## config.mk

```make
export PLATFORM = sky130hd
export DESIGN_NAME = amp_config_sender
export DESIGN_NICKNAME = d
export VERILOG_FILES = /design/src/rtl/amp_cfg_pkg.sv /design/src/rtl/amp_config_rom.sv /design/src/rtl/amp_config_sender.sv
export SDC_FILE = /design/constraint.sdc
export NUM_CORES = 1
export LEC_CHECK = 0
export ABC_AREA = 1
export CORE_MARGIN = 2
export CORE_UTILIZATION = 30
export CTS_CLUSTER_SIZE = 40
export DETAILED_ROUTE_END_ITERATION = 16
export DONT_BUFFER_PORTS = 1
export GPL_TIMING_DRIVEN = 0
export PLACE_DENSITY = 0.51
export SYNTH_ARGS = -nofsm -noshare
export SYNTH_HDL_FRONTEND = slang
export SYNTH_SLANG_ARGS = --single-unit
```

## constraint.sdc

```tcl
create_clock -name clk_in -period 2.23 [get_ports clk_in]
set_clock_uncertainty 0.1 [all_clocks]
set_input_delay 0.446 -clock clk_in [delete_from_list [all_inputs] [get_ports clk_in]]
set_output_delay 0.446 -clock clk_in [all_outputs]
set_load 0.005 [all_outputs]
```

## src/rtl/amp_cfg_pkg.sv

```systemverilog
// Shared definitions for the amplifier configuration sender: FSM encoding,
// default device address and the amplifier register map used by the init table.
package amp_cfg_pkg;

    typedef enum logic [2:0] {
        ST_IDLE  = 3'd0,
        ST_LOAD  = 3'd1,
        ST_REQ   = 3'd2,
        ST_WAIT  = 3'd3,
        ST_GAP   = 3'd4,
        ST_NEXT  = 3'd5,
        ST_DONE  = 3'd6,
        ST_ERROR = 3'd7
    } state_e;

    localparam logic [6:0] DEFAULT_DEV_ADDR = 7'h4C;

    // Wide enough to address the largest supported table (16 rows).
    localparam int ROM_IDX_W = 4;

    localparam logic [7:0] REG_PAGE_SEL     = 8'h00;
    localparam logic [7:0] REG_RESET_CTRL   = 8'h01;
    localparam logic [7:0] REG_DEVICE_CTRL1 = 8'h02;
    localparam logic [7:0] REG_PLAY_MODE    = 8'h03;
    localparam logic [7:0] REG_SAP_CTRL1    = 8'h33;
    localparam logic [7:0] REG_DIG_VOL      = 8'h4C;
    localparam logic [7:0] REG_AGAIN        = 8'h54;
    localparam logic [7:0] REG_FAULT_CLEAR  = 8'h78;

endpackage

```

## src/rtl/amp_config_rom.sv

```systemverilog
// Fixed amplifier bring-up table: index -> {register address, register data}.
// Rows at or beyond NUM_REGS read back as zero.
module amp_config_rom
    import amp_cfg_pkg::*;
#(
    parameter int NUM_REGS = 8
) (
    input  logic [ROM_IDX_W-1:0] index_in,
    output logic [7:0]           reg_addr_out,
    output logic [7:0]           reg_data_out
);

    localparam logic [ROM_IDX_W:0] NUM_REGS_U = (ROM_IDX_W + 1)'(NUM_REGS);

    logic [15:0] entry_s;

    // Table lookup; row 0 selects page 0 and the last row switches to play mode.
    always_comb begin
        entry_s = 16'h0000;
        if ({1'b0, index_in} < NUM_REGS_U) begin
            case (index_in)
                4'd0:    entry_s = {REG_PAGE_SEL,     8'h00};
                4'd1:    entry_s = {REG_RESET_CTRL,   8'h11};
                4'd2:    entry_s = {REG_DEVICE_CTRL1, 8'h02};
                4'd3:    entry_s = {REG_SAP_CTRL1,    8'h00};
                4'd4:    entry_s = {REG_DIG_VOL,      8'h30};
                4'd5:    entry_s = {REG_AGAIN,        8'h00};
                4'd6:    entry_s = {REG_FAULT_CLEAR,  8'h80};
                4'd7:    entry_s = {REG_PLAY_MODE,    8'h03};
                default: entry_s = 16'h0000;
            endcase
        end else begin
            entry_s = 16'h0000;
        end
    end

    assign reg_addr_out = entry_s[15:8];
    assign reg_data_out = entry_s[7:0];

endmodule

```

## src/rtl/amp_config_sender.sv

```systemverilog
// Walks the amplifier init table over a byte-level I2C master handshake,
// retrying failed writes and reporting done/error to amplifier state control.
module amp_config_sender
    import amp_cfg_pkg::*;
#(
    parameter int         NUM_REGS       = 8,
    parameter logic [6:0] DEV_ADDR       = DEFAULT_DEV_ADDR,
    parameter int         MAX_RETRIES    = 3,
    parameter int         TIMEOUT_CYCLES = 1024,
    parameter int         GAP_CYCLES     = 16
) (
    input  logic       clk_in,
    input  logic       reset,
    input  logic       send_config_in,
    input  logic       i2c_busy_in,
    input  logic       i2c_done_in,
    input  logic       i2c_nack_in,
    output logic       i2c_start_out,
    output logic [6:0] i2c_dev_addr_out,
    output logic [7:0] i2c_reg_addr_out,
    output logic [7:0] i2c_data_out,
    output logic       config_busy_out,
    output logic       config_done_out,
    output logic       config_error_out
);

    localparam int IDX_W   = (NUM_REGS > 1) ? $clog2(NUM_REGS) : 1;
    localparam int RETRY_W = $clog2(MAX_RETRIES + 1);
    localparam int TIMER_W = (TIMEOUT_CYCLES > 1) ? $clog2(TIMEOUT_CYCLES) : 1;
    localparam int GAP_W   = (GAP_CYCLES > 1) ? $clog2(GAP_CYCLES) : 1;

    localparam logic [IDX_W-1:0]   LAST_IDX   = IDX_W'(NUM_REGS - 1);
    localparam logic [RETRY_W-1:0] RETRY_MAX  = RETRY_W'(MAX_RETRIES);
    localparam logic [TIMER_W-1:0] TIMER_LAST = TIMER_W'(TIMEOUT_CYCLES - 1);
    localparam logic [GAP_W-1:0]   GAP_LAST   = GAP_W'(GAP_CYCLES - 1);

    state_e             state_q, state_d;
    logic               send_config_q, send_config_d;
    logic [IDX_W-1:0]   idx_q, idx_d;
    logic [RETRY_W-1:0] retry_q, retry_d;
    logic [TIMER_W-1:0] timer_q, timer_d;
    logic [GAP_W-1:0]   gap_q, gap_d;
    logic               abort_q, abort_d;
    logic               start_q, start_d;
    logic [6:0]         dev_addr_q, dev_addr_d;
    logic [7:0]         reg_addr_q, reg_addr_d;
    logic [7:0]         data_q, data_d;
    logic               busy_q, busy_d;
    logic               done_q, done_d;
    logic               error_q, error_d;

    logic                 start_evt_s;
    logic                 fail_s;
    logic [ROM_IDX_W-1:0] rom_idx_s;
    logic [7:0]           rom_addr_s;
    logic [7:0]           rom_data_s;

    assign rom_idx_s     = ROM_IDX_W'(idx_q);
    assign send_config_d = send_config_in;
    assign start_evt_s   = send_config_in & ~send_config_q;

    amp_config_rom #(
        .NUM_REGS (NUM_REGS)
    ) u_rom (
        .index_in     (rom_idx_s),
        .reg_addr_out (rom_addr_s),
        .reg_data_out (rom_data_s)
    );

    // Next-state, counters and registered-output values.
    always_comb begin
        state_d    = state_q;
        idx_d      = idx_q;
        retry_d    = retry_q;
        timer_d    = timer_q;
        gap_d      = gap_q;
        abort_d    = abort_q;
        start_d    = 1'b0;
        dev_addr_d = dev_addr_q;
        reg_addr_d = reg_addr_q;
        data_d     = data_q;
        fail_s     = 1'b0;

        case (state_q)
            ST_IDLE: begin
                if (start_evt_s) begin
                    state_d = ST_LOAD;
                    idx_d   = '0;
                    retry_d = '0;
                end else begin
                    state_d = ST_IDLE;
                end
            end
            ST_LOAD: begin
                if (!send_config_in) begin
                    state_d = ST_IDLE;
                end else begin
                    dev_addr_d = DEV_ADDR;
                    reg_addr_d = rom_addr_s;
                    data_d     = rom_data_s;
                    state_d    = ST_REQ;
                end
            end
            ST_REQ: begin
                if (!send_config_in) begin
                    state_d = ST_IDLE;
                end else if (!i2c_busy_in) begin
                    start_d = 1'b1;
                    timer_d = '0;
                    abort_d = 1'b0;
                    state_d = ST_WAIT;
                end else begin
                    state_d = ST_REQ;
                end
            end
            ST_WAIT: begin
                // A request drop here is remembered; the attempt in flight still completes.
                abort_d = abort_q | ~send_config_in;
                if (i2c_done_in && !i2c_nack_in) begin
                    state_d = abort_d ? ST_IDLE : ST_NEXT;
                end else if (i2c_done_in || (timer_q == TIMER_LAST)) begin
                    fail_s = 1'b1;
                end else begin
                    timer_d = timer_q + 1'b1;
                end
                if (fail_s) begin
                    retry_d = (retry_q == RETRY_MAX) ? retry_q : retry_q + 1'b1;
                    if (abort_d) begin
                        state_d = ST_IDLE;
                    end else if (retry_d == RETRY_MAX) begin
                        state_d = ST_ERROR;
                    end else begin
                        state_d = ST_GAP;
                        gap_d   = '0;
                    end
                end else begin
                    gap_d = gap_q;
                end
            end
            ST_GAP: begin
                if (!send_config_in) begin
                    state_d = ST_IDLE;
                end else if (gap_q == GAP_LAST) begin
                    state_d = ST_REQ;
                end else begin
                    gap_d = gap_q + 1'b1;
                end
            end
            ST_NEXT: begin
                if (idx_q == LAST_IDX) begin
                    state_d = ST_DONE;
                end else begin
                    idx_d   = idx_q + 1'b1;
                    retry_d = '0;
                    state_d = ST_LOAD;
                end
            end
            ST_DONE, ST_ERROR: begin
                if (!send_config_in) begin
                    state_d = ST_IDLE;
                end else begin
                    state_d = state_q;
                end
            end
            default: begin
                state_d = ST_IDLE;
            end
        endcase

        busy_d  = (state_d == ST_LOAD) || (state_d == ST_REQ) || (state_d == ST_WAIT) ||
                  (state_d == ST_GAP)  || (state_d == ST_NEXT);
        done_d  = (state_d == ST_DONE);
        error_d = (state_d == ST_ERROR);
    end

    // State and output registers with synchronous reset.
    always_ff @(posedge clk_in) begin
        if (reset) begin
            state_q       <= ST_IDLE;
            send_config_q <= 1'b0;
            idx_q         <= '0;
            retry_q       <= '0;
            timer_q       <= '0;
            gap_q         <= '0;
            abort_q       <= 1'b0;
            start_q       <= 1'b0;
            dev_addr_q    <= 7'h00;
            reg_addr_q    <= 8'h00;
            data_q        <= 8'h00;
            busy_q        <= 1'b0;
            done_q        <= 1'b0;
            error_q       <= 1'b0;
        end else begin
            state_q       <= state_d;
            send_config_q <= send_config_d;
            idx_q         <= idx_d;
            retry_q       <= retry_d;
            timer_q       <= timer_d;
            gap_q         <= gap_d;
            abort_q       <= abort_d;
            start_q       <= start_d;
            dev_addr_q    <= dev_addr_d;
            reg_addr_q    <= reg_addr_d;
            data_q        <= data_d;
            busy_q        <= busy_d;
            done_q        <= done_d;
            error_q       <= error_d;
        end
    end

    assign i2c_start_out    = start_q;
    assign i2c_dev_addr_out = dev_addr_q;
    assign i2c_reg_addr_out = reg_addr_q;
    assign i2c_data_out     = data_q;
    assign config_busy_out  = busy_q;
    assign config_done_out  = done_q;
    assign config_error_out = error_q;

endmodule

```

After elaboration in Yosys (flattened, before gate mapping)
Memory sizes are Yosys's and may differ from the RTL's. A register that Yosys moved wholly into a read port is not among the register bits.
Index checks and enable logic that the tools add are counted.
{"block": "op_classes", "multipliers": 0, "reduce_logical": 20, "n_shift": 0, "n_addsub": 4, "n_mux": 41, "div": 0, "n_eq_ne": 30, "bitwise": 5, "order_cmp": 1}
{"op": "$mux W10", "count": 4}
{"op": "$mux W3", "count": 10}
{"op": "$eq A3 B3 Y1 const B", "count": 9}
{"op": "$ne A2 B2 Y1 const B", "count": 11}
{"op": "$pmux W3 S7", "count": 1}
{"op": "$mux W4", "count": 5}
{"op": "$pmux W10 S2", "count": 1}
{"op": "$mux W16", "count": 1}
{"op": "$mux W2", "count": 7}
{"op": "$eq A3 B2 Y1 const B", "count": 4}
{"op": "$add A10 B1 Y10 const B", "count": 1}
{"op": "$eq A10 B10 Y1 const B", "count": 1}
{"op": "$mux W1", "count": 8}
{"op": "$pmux W4 S2", "count": 1}
{"op": "$eq A3 B1 Y1 const B", "count": 2}
{"op": "$pmux W2 S3", "count": 1}
{"op": "$pmux W3 S2", "count": 1}
{"op": "$reduce_and A3 Y1", "count": 2}
{"op": "$reduce_and A6 Y1", "count": 1}
{"op": "$reduce_bool A2 Y1", "count": 3}
{"op": "$logic_or A1 B1 Y1", "count": 5}
{"op": "$reduce_and A5 Y1", "count": 1}
{"op": "$add A4 B1 Y4 const B", "count": 1}
{"op": "$eq A2 B2 Y1 const B", "count": 2}
{"op": "other kinds (16)", "count": 18}
{"block": "totals", "n_memories": 1, "ram_bits": 0, "input_bits": 6, "latchBits": 0, "rom_bits": 96, "elab_cells": 116, "regBits": 45}
{"name": "(no name shown)", "depth": 8, "word_bits": 12, "rd": 1, "rd_clocked_by_memory_dff": 1, "write_ports": 0, "line_no": "amp_config_rom.sv:21", "text": "case (index_in)"}

Longest topological paths before layout
Gate-level depths: netlist of run 1.
{"block": "depth", "word_depth": 12, "ltp_mapped": 12}

Cells and area by module
Synthesis of run 1 repeated with hierarchy kept, for this count alone.
{"block": "unflattened", "hier_cells": 337, "area_unflattened_um2": 2362.3}
{"mod": "amp_config_sender", "area_per_inst_um2": 2158.3, "cells_per_inst": 300, "instances": 1}
{"mod": "amp_config_rom", "area_per_inst_um2": 203.9, "cells_per_inst": 37, "instances": 1}

Worst setup path after synthesis of run 1
Ideal clock, no wire load.
{"block": "synth_timing", "path_type": "register to register", "startpoint": "reg timer_q[0]", "endpoint": "reg gap_q[2]", "n_path_buf": 0, "synth_period_minus_slack_ns": 1.707, "path_stages_with_launch": 13, "setup_slack_ns": 0.523, "required_ns": 2.015, "arrival_ns": 1.492, "cell_sequence": "dfxtp_1 > ha_1 > inv_1 > nor2_2 > nand3_1 > nand2_1 > nand2_1 > nand2_1 > nand2_1 > nor2_2 > nand3_1 > nand2_1 > nor2_1"}
{"block": "synth_via", "elab_chain_cells": 7}
{"element": "start, declared", "line_no": "amp_config_sender.sv:41", "text": "logic [TIMER_W-1:0] timer_q, timer_d;"}
{"element": "start signal, assigned", "line_no": "amp_config_sender.sv:198", "text": "timer_q <= timer_d;"}
{"element": "$eq A10 B10 Y1", "line_no": "amp_config_sender.sv:121", "text": "end else if (i2c_done_in || (timer_q == TIMER_LAST)) begin"}
{"element": "$logic_or A1 B1 Y1", "line_no": "amp_config_sender.sv:121"}
{"element": "$mux W1", "line_no": "amp_config_sender.sv:121"}
{"element": "$mux W1", "line_no": "amp_config_sender.sv:119", "text": "if (i2c_done_in && !i2c_nack_in) begin"}
{"element": "$mux W1", "line_no": "amp_config_sender.sv:84", "text": "case (state_q)"}
{"element": "$ne A2 B2 Y1 (no source line)"}
{"element": "$reduce_and A6 Y1 (no source line)"}
{"element": "end signal, assigned", "line_no": "amp_config_sender.sv:199", "text": "gap_q <= gap_d;"}
{"element": "end, declared", "line_no": "amp_config_sender.sv:42", "text": "logic [GAP_W-1:0] gap_q, gap_d;"}
No other way between the ends. The select of a mux whose other input is x is not followed.
A chain may end at the register's enable or synchronous reset.

Worst setup path in the final report of run 1
{"block": "layout_timing", "startpoint": "reg idx_q[0]", "endpoint": "reg busy_q (netlist: config_busy_out)"}
{"block": "layout_via", "elab_chain_cells": 8, "elab_cells_between_ends": 12, "cone_classes": "6 x eq/ne; 2 x mux; 4 x reduce/logical"}
{"element": "start, declared", "line_no": "amp_config_sender.sv:39", "text": "logic [IDX_W-1:0] idx_q, idx_d;"}
{"element": "start signal, assigned", "line_no": "amp_config_sender.sv:196", "text": "idx_q <= idx_d;"}
{"element": "$eq A3 B3 Y1 *", "line_no": "amp_config_sender.sv:150", "text": "if (idx_q == LAST_IDX) begin"}
{"element": "$mux W3 *", "line_no": "amp_config_sender.sv:150"}
{"element": "$pmux W3 S7 *", "line_no": "amp_config_sender.sv:84"}
{"element": "$eq A3 B1 Y1 or $eq A3 B2 Y1 (tied branches)", "line_no": "amp_config_sender.sv:170", "text": "busy_d = (state_d == ST_LOAD) || (state_d == ST_REQ) || (state_d == ST_WAIT) ||"}
{"element": "$logic_or A1 B1 Y1 (3 in series)", "line_no": "amp_config_sender.sv:170"}
{"element": "$logic_or A1 B1 Y1 *", "line_no": "amp_config_sender.sv:171", "text": "(state_d == ST_GAP) || (state_d == ST_NEXT);"}
{"element": "end signal, assigned", "line_no": "amp_config_sender.sv:205", "text": "busy_q <= busy_d;"}
{"element": "end, declared", "line_no": "amp_config_sender.sv:48", "text": "logic busy_q, busy_d;"}
Every way passes the cells marked *; elsewhere a longest branch is shown, timed or not.

==> results.py, run 1 <==
metrics = {
    "cells_and_area": {
        "layout-drive-gt1-share_pct": 12.7,
        "area_growth_syn_to_layout_pct": 12.1,
        "fin_util_pct": 34.5,
        "antennaDiodeCount": 0,
        "nFillCells": 721,
        "nets": 321,
    },
    "clocking": {
        "clock_sinks": 41,
        "clock-root-buffer": "clkbuf_8",
        "cts-buffers-inserted": 5,
        "holdBufCountCts": 0,
        "h-tree-depth": 2,
        "cts_buffer_depth": 2,
        "clk_pin_slew_ns": 0.09,
        "insertion_delay_ns": 0.30,
        "cts_tree": "built",
    },
    "synthesis": {
        "async_reset_ff_share_pct": 0,
        "synth_edf_count": 0,
        "ys_seq_elements": 41,
        "synth-seq-area-share_pct": 39.7,
        "syn_inst": 293,
        "synth_cell_types": 31,
        "synth_most_common_cell": "nand2_1",
        "syn-cell-area_sq_mm": 0.00207,
        "synthFlopType": "dfxtp_1",
        "synth_top_cells_by_count": "nand2_1 (58), dfxtp_1 (41), inv_1 (36), nor2_1 (35), a21oi_1 (24)",
        "ys_top_cells_by_area": "dfxtp_1 (40%), nand2_1 (11%), inv_1 (6.5%)",
        "ys.warnings.count": 0,
        "synth_area_per_cell_sq_um": 7.06,
        "synth_top_area_share_pct": 39.7,
        "yosys.area.top_type": "dfxtp_1",
    },
    "critical_path": {
        "worst-path-stages": 9,
        "r2r_slack_ns": 0.36,
        "crit_chain": "ha_1 -> ha_1 -> nand2_1 -> nand2_1 -> nor3_1 -> nand2_1 -> nand2_1 -> nand2_1 -> nor2_1",
        "r2r-start": "idx_q[0]$_SDFFE_PP0P_",
        "crit_fanout": 5,
        "cp_slowest_cell": "dfxtp_1",
        "required_ns": 2.37,
        "worstRegToRegCells": 9,
        "endpoint": "config_busy_out$_SDFF_PP0_",
        "crit_type": "reg2reg",
        "cpPeakStageDelay_ns": 0.36,
        "worstPathArrival_ns": 2.01,
        "crit_path_start": "idx_q[0]$_SDFFE_PP0P_",
        "end_kind": "flop",
        "startpoint_type": "flop",
        "r2r_end": "config_busy_out$_SDFF_PP0_",
        "path_buf_inv": 0,
        "cpMostUsedCell": "nand2_1",
        "crit_family": "simple AND/OR/NAND/NOR gates",
    },
    "global_routing": {
        "overflow": 0,
        "grt_pass1_vias": 1638,
        "grt_max_degree": 15,
        "antenna_found_initial": 0,
        "grtUsageTotal_pct": 13.0,
        "grt_pass1_wl_um": 7820,
    },
    "run_status": {
        "status": "finished, final reports clean",
    },
    "die": {
        "die_h_um": 87.0,
        "dieArea_sq_mm": 0.00757,
        "core_sq_mm": 0.00672,
        "ios": 33,
        "num_rows": 30,
        "dieWidth_um": 87.0,
        "start_util_pct": 30.8,
    },
    "timing": {
        "rsz0062_at_grt": "no",
        "final-setup-viol-count": 0,
        "period_needed_ns": 1.87,
        "worstMarginPinSlew_ns": 0.529,
        "maxSlewViolCount": 0,
        "finalSetupTns_ns": 0,
        "finalCritPeriodShare_pct": 83.7,
        "max_freq_mhz": 536,
        "slew-limit-headroom_pct": 64.8,
        "final_hold_viol_count": 0,
    },
    "min_path": {
        "hold_class": "in2reg",
        "worstHoldPathCells": 2,
    },
    "placed_design": {
        "globalplace.congestion": 0.819,
        "dp_hpwl_um": 3280,
        "io_buffers": 0,
    },
    "detailed_routing": {
        "antenna_left": 0,
        "routed_wl_um": 4460,
        "vias_per_cell": 4.52,
        "drt_iter0_drc": 88,
        "drc": 0,
        "vias": 1755,
        "dr.pass1.iters": 6,
        "wl_per_cell_um": 11.5,
    },
    "power": {
        "power.density_mw_per_mm2": 694,
        "peakVddDrop_v": 0.000246,
        "power_leakage_nw": 0.968,
    },
    "job": {
        "maxCapViolCount": 0,
    },
}
==> routing by layer <==
| layer | global-route usage, % | part of all wire (%) | up-vias |
|---|---|---|---|
| met3 | 3.70 | 4.9 | 7 |
| met4 | 3.98 | 1.3 | 0 |
| li1 | - | - | 967 |
| met1 | 16.9 | 50 | 746 |
| met2 | 20.7 | 44 | 35 |
| met5 | 0 | 0 | - |
==> cells in the final DEF (no fill, tap or decap), types with 2 or more instances in the layout <==
master / instances
dfxtp_1: 40
nor2_2: 3
nor3_1: 12
inv_1: 36
ha_1: 8
conb_1: 8
inv_2: 4
nand3_1: 14
nor2_4: 3
nor2_1: 35
buf_2: 2
nand2_2: 3
o21ai_0: 16
nand2_1: 57
a31oi_1: 6
clkbuf_8: 5
nand4_1: 2
a21oi_1: 24
buf_4: 10
a211oi_1: 4
==> per-stage QoR <==
stage	setup slack, ns	cells	total power, mW	instance area, sq um	hold slack, ns
CTS	0.274	388	1.63	2310	0.220
finish	0.363	388	1.61	2320	0.246
detailed placement	0.285	380	0.999	2190	0.347
floorplan	0.523	300	0.954	2090	0.333
global placement	0.278	380	1.00	2190	0.344
global route	0.0664	388	1.69	2320	0.250
==> area by class of cell <==
| type | count | area [sq um] | area share (%) |
|---|---|---|---|
| well taps | 80 | 100 | 4.32 |
| clock inverters | 3 | 46.3 | 2.00 |
| flip-flops and latches | 41 | 822 | 35.5 |
| multi-input cells | 205 | 1040 | 44.8 |
| inverters | 40 | 150 | 6.48 |
| plain buffers | 14 | 92.6 | 3.99 |
| clock buffers | 5 | 68.8 | 2.97 |
==> where the power goes <==
| part | internal (mW) | switching [mW] | leakage [nW] |
|---|---|---|---|
| registers | 0.763 | 0.0301 | 0.333 |
| clock network | 0.335 | 0.290 | 0.0543 |
| logic | 0.0669 | 0.123 | 0.581 |
==> what timing repair did <==
item,4_1_cts,5_1_grt
setup endpoints to repair,0,2
setup buffers,0,0
resized for setup,0,3
==> registers in the layout, indices dropped and copies added, names as in the netlist <==
signal            flops
abort_q               1
config_busy_out       1
config_done_out       1
config_error_out      1
gap_q                 4
i2c_data_out          5
i2c_dev_addr_out      1
i2c_reg_addr_out      7
i2c_start_out         1
idx_q                 3
retry_q               2
send_config_q         1
state_q               3
timer_q              10
==> worst min path at each step <==
stage	to	slack, ns	startpoint
2_1_floorplan	timer_q[6]$_SDFFE_PP0P_	0.33	timer_q[6]$_SDFFE_PP0P_
3_3_place_gp	timer_q[6]$_SDFFE_PP0P_	0.34	timer_q[6]$_SDFFE_PP0P_
3_5_place_dp	timer_q[6]$_SDFFE_PP0P_	0.35	timer_q[6]$_SDFFE_PP0P_
4_1_cts	send_config_q$_SDFF_PP0_	0.22	send_config_in
5_1_grt	send_config_q$_SDFF_PP0_	0.25	send_config_in
6_report	send_config_q$_SDFF_PP0_	0.25	send_config_in
==> cells by family (layout without fill, tap and decap cells) <==
logic type / Yosys count / count (layout) / synth area share, %
buf+inv: 54 / 62 / 11.7
fa+ha+maj: 8 / 8 / 4.84
simple gates: 135 / 135 / 29.2
other cells: 1 / 8 / 0.181
compound gates: 54 / 54 / 14.4
flops: 41 / 41 / 39.7
(Power assumes the default switching activity.)
==> run 2: changes to the inputs <==
Settings changed: PLACE_DENSITY 0.51 to 0.52.
Clock period 2.23 ns to 1.5 ns, I/O delays scaled along.
==> results.py, run 2 (same netlist as run 1, synthesis figures left out) <==
metrics = {
    "run_status": {
        "status": "complete, but fails checks",
        "violations": "setup timing",
    },
    "critical_path": {
        "crit_chain": "ha_4 -> inv_4 -> nor2_4 -> nand3_2 -> nand2_2 -> nand2_4 -> nand2_4 -> nand2_4 -> o21ai_4 -> buf_6 -> nor3_2",
        "cpPeakStageDelay_ns": 0.35,
        "crit_fanout": 3,
        "startpoint_type": "flop",
        "crit_type": "reg2reg",
        "required_ns": 1.59,
        "worstPathArrival_ns": 1.69,
        "cp_slowest_cell": "dfxtp_2",
        "cpMostUsedCell": "nand2_4",
        "crit_family": "simple AND/OR/NAND/NOR gates",
        "path_buf_inv": 2,
        "end_kind": "flop",
    },
    "clocking": {
        "h-tree-depth": 2,
        "clk_pin_slew_ns": 0.08,
        "clock_sinks": 41,
        "holdBufCountCts": 0,
        "clock-root-buffer": "clkbuf_8",
        "cts_buffer_depth": 2,
        "cts-buffers-inserted": 5,
        "cts_tree": "built",
        "insertion_delay_ns": 0.29,
    },
    "timing": {
        "period_needed_ns": 1.60,
        "maxSlewViolCount": 0,
        "layout_setup_ws_ns": -0.103,
        "finalCritPeriodShare_pct": 107,
        "finalSetupTns_ns": -1.16,
        "final_hold_viol_count": 0,
        "rsz0062_at_grt": "yes",
        "max_freq_mhz": 624,
        "worstMarginPinSlew_ns": 0.591,
        "slew-limit-headroom_pct": 60.6,
        "final-setup-viol-count": 25,
    },
    "die": {
        "dieArea_sq_mm": 0.00757,
        "die_h_um": 87.0,
        "core_sq_mm": 0.00672,
        "start_util_pct": 30.8,
        "dieWidth_um": 87.0,
        "num_rows": 30,
        "ios": 33,
    },
    "detailed_routing": {
        "antenna_left": 0,
        "dr.pass1.iters": 4,
        "wl_per_cell_um": 12.0,
        "vias": 1895,
        "vias_per_cell": 4.67,
        "drc": 0,
        "routed_wl_um": 4860,
        "drt_iter0_drc": 102,
    },
    "power": {
        "power_leakage_nw": 1.13,
        "peakVddDrop_v": 0.000529,
        "power.density_mw_per_mm2": 906,
    },
    "global_routing": {
        "overflow": 0,
        "use_met3_pct": 3.60,
        "grtUsageTotal_pct": 13.5,
        "met1_usage_pct": 16.7,
        "antenna_found_initial": 0,
        "grt-busiest-layer": "met2",
        "use_met2_pct": 23.0,
        "grt_pass1_vias": 1779,
        "grt_max_degree": 14,
        "grt_pass1_wl_um": 8120,
    },
    "min_path": {
        "hold_class": "in2reg",
    },
    "cells_and_area": {
        "layout-drive-gt1-share_pct": 34.7,
        "largest_reg_flops": 10,
        "final_area_sq_mm": 0.00276,
        "final_cell_mix": "nand2_1 (46), inv_1 (32), dfxtp_1 (32)",
        "regMostFlops": "timer_q",
        "final_common_cell": "nand2_1",
        "nets": 339,
        "area_growth_syn_to_layout_pct": 33.2,
        "antennaDiodeCount": 0,
    },
    "placed_design": {
        "dp_hpwl_um": 3330,
        "globalplace.congestion": 0.799,
        "io_buffers": 0,
        "place_area_sq_mm": 0.00223,
    },
    "job": {
        "maxCapViolCount": 0,
    },
}
==> run 2: changes by cell type in the layout (fill, tap and decap cells not counted), moves of 5 or more <==
cell,change
nand3_1,-8
nor2_2,+6
buf_4,+17
dfxtp_1,-8
nand2_2,+7
nand3_2,+6
a21oi_1,-5
nand2_1,-11
nor2_1,-9
==> run 2: worst paths after layout <==
path	startpoint	endpoint	slack (ns)	cells past startpoint
max	timer_q[1]$_SDFFE_PP0P_	gap_q[1]$_SDFFE_PP0P_	-0.10	11
min	i2c_busy_in	i2c_start_out$_SDFF_PP0_	0.09	3
max reg2reg	timer_q[1]$_SDFFE_PP0P_	gap_q[1]$_SDFFE_PP0P_	-0.10	11
min reg2reg	timer_q[5]$_SDFFE_PP0P_	timer_q[5]$_SDFFE_PP0P_	0.36	1
==> run 2: timing repair <==
item / in CTS / in global routing
setup buffers: 12 / 7
pin swaps: 11 / 15
gates resized for setup: 46 / 33
endpoints found under the setup margin: 37 / 36
==> run 2: where the power goes <==
group | internal (mW) | total, mW | switching (mW)
Combinational | 0.150 | 0.382 | 0.232
Clock | 0.541 | 0.929 | 0.388
Sequential | 1.13 | 1.18 | 0.0492
Total | 1.83 | 2.50 | 0.669
==> run 2: layer usage <==
metal	part of all wire (%)	vias to the layer above	wire [um]
li1	-	1000	-
met1	46	846	2220
met2	48	42	2320
met3	5.3	7	259
met4	1.5	0	72
met5	0	-	0
==> run 2: final cells by class <==
class / count / area (sq um)
multi-input combinational: 205 / 1290
fill: 669 / 3960
tap: 80 / 100
buffer: 14 / 101
clock buffer: 6 / 82.6
timing repair buffer: 18 / 143
inverter: 40 / 160
clock inverter: 2 / 37.5
sequential: 41 / 842
==> run 2: worst min-delay path, cell delays in order <==
cell	delay, ns
nor3_4	0.03
inv_2	0.07
nor2_1	0.05
==> run 2: per-stage QoR <==
step | hold slack, ns | utilization [%] | worst slack (ns) | power (mW) | std cells
3_5_place_dp | 0.354 | 33.2 | -0.274 | 1.49 | 380
2_1_floorplan | 0.333 | - | -0.0716 | 1.42 | 300
5_1_grt | 0.107 | 41.0 | -0.224 | 2.64 | 406
3_3_place_gp | 0.346 | 33.2 | -0.273 | 1.49 | 380
4_1_cts | 0.0832 | 38.7 | -0.0895 | 2.48 | 400
6_report | 0.0914 | 41.0 | -0.103 | 2.50 | 406
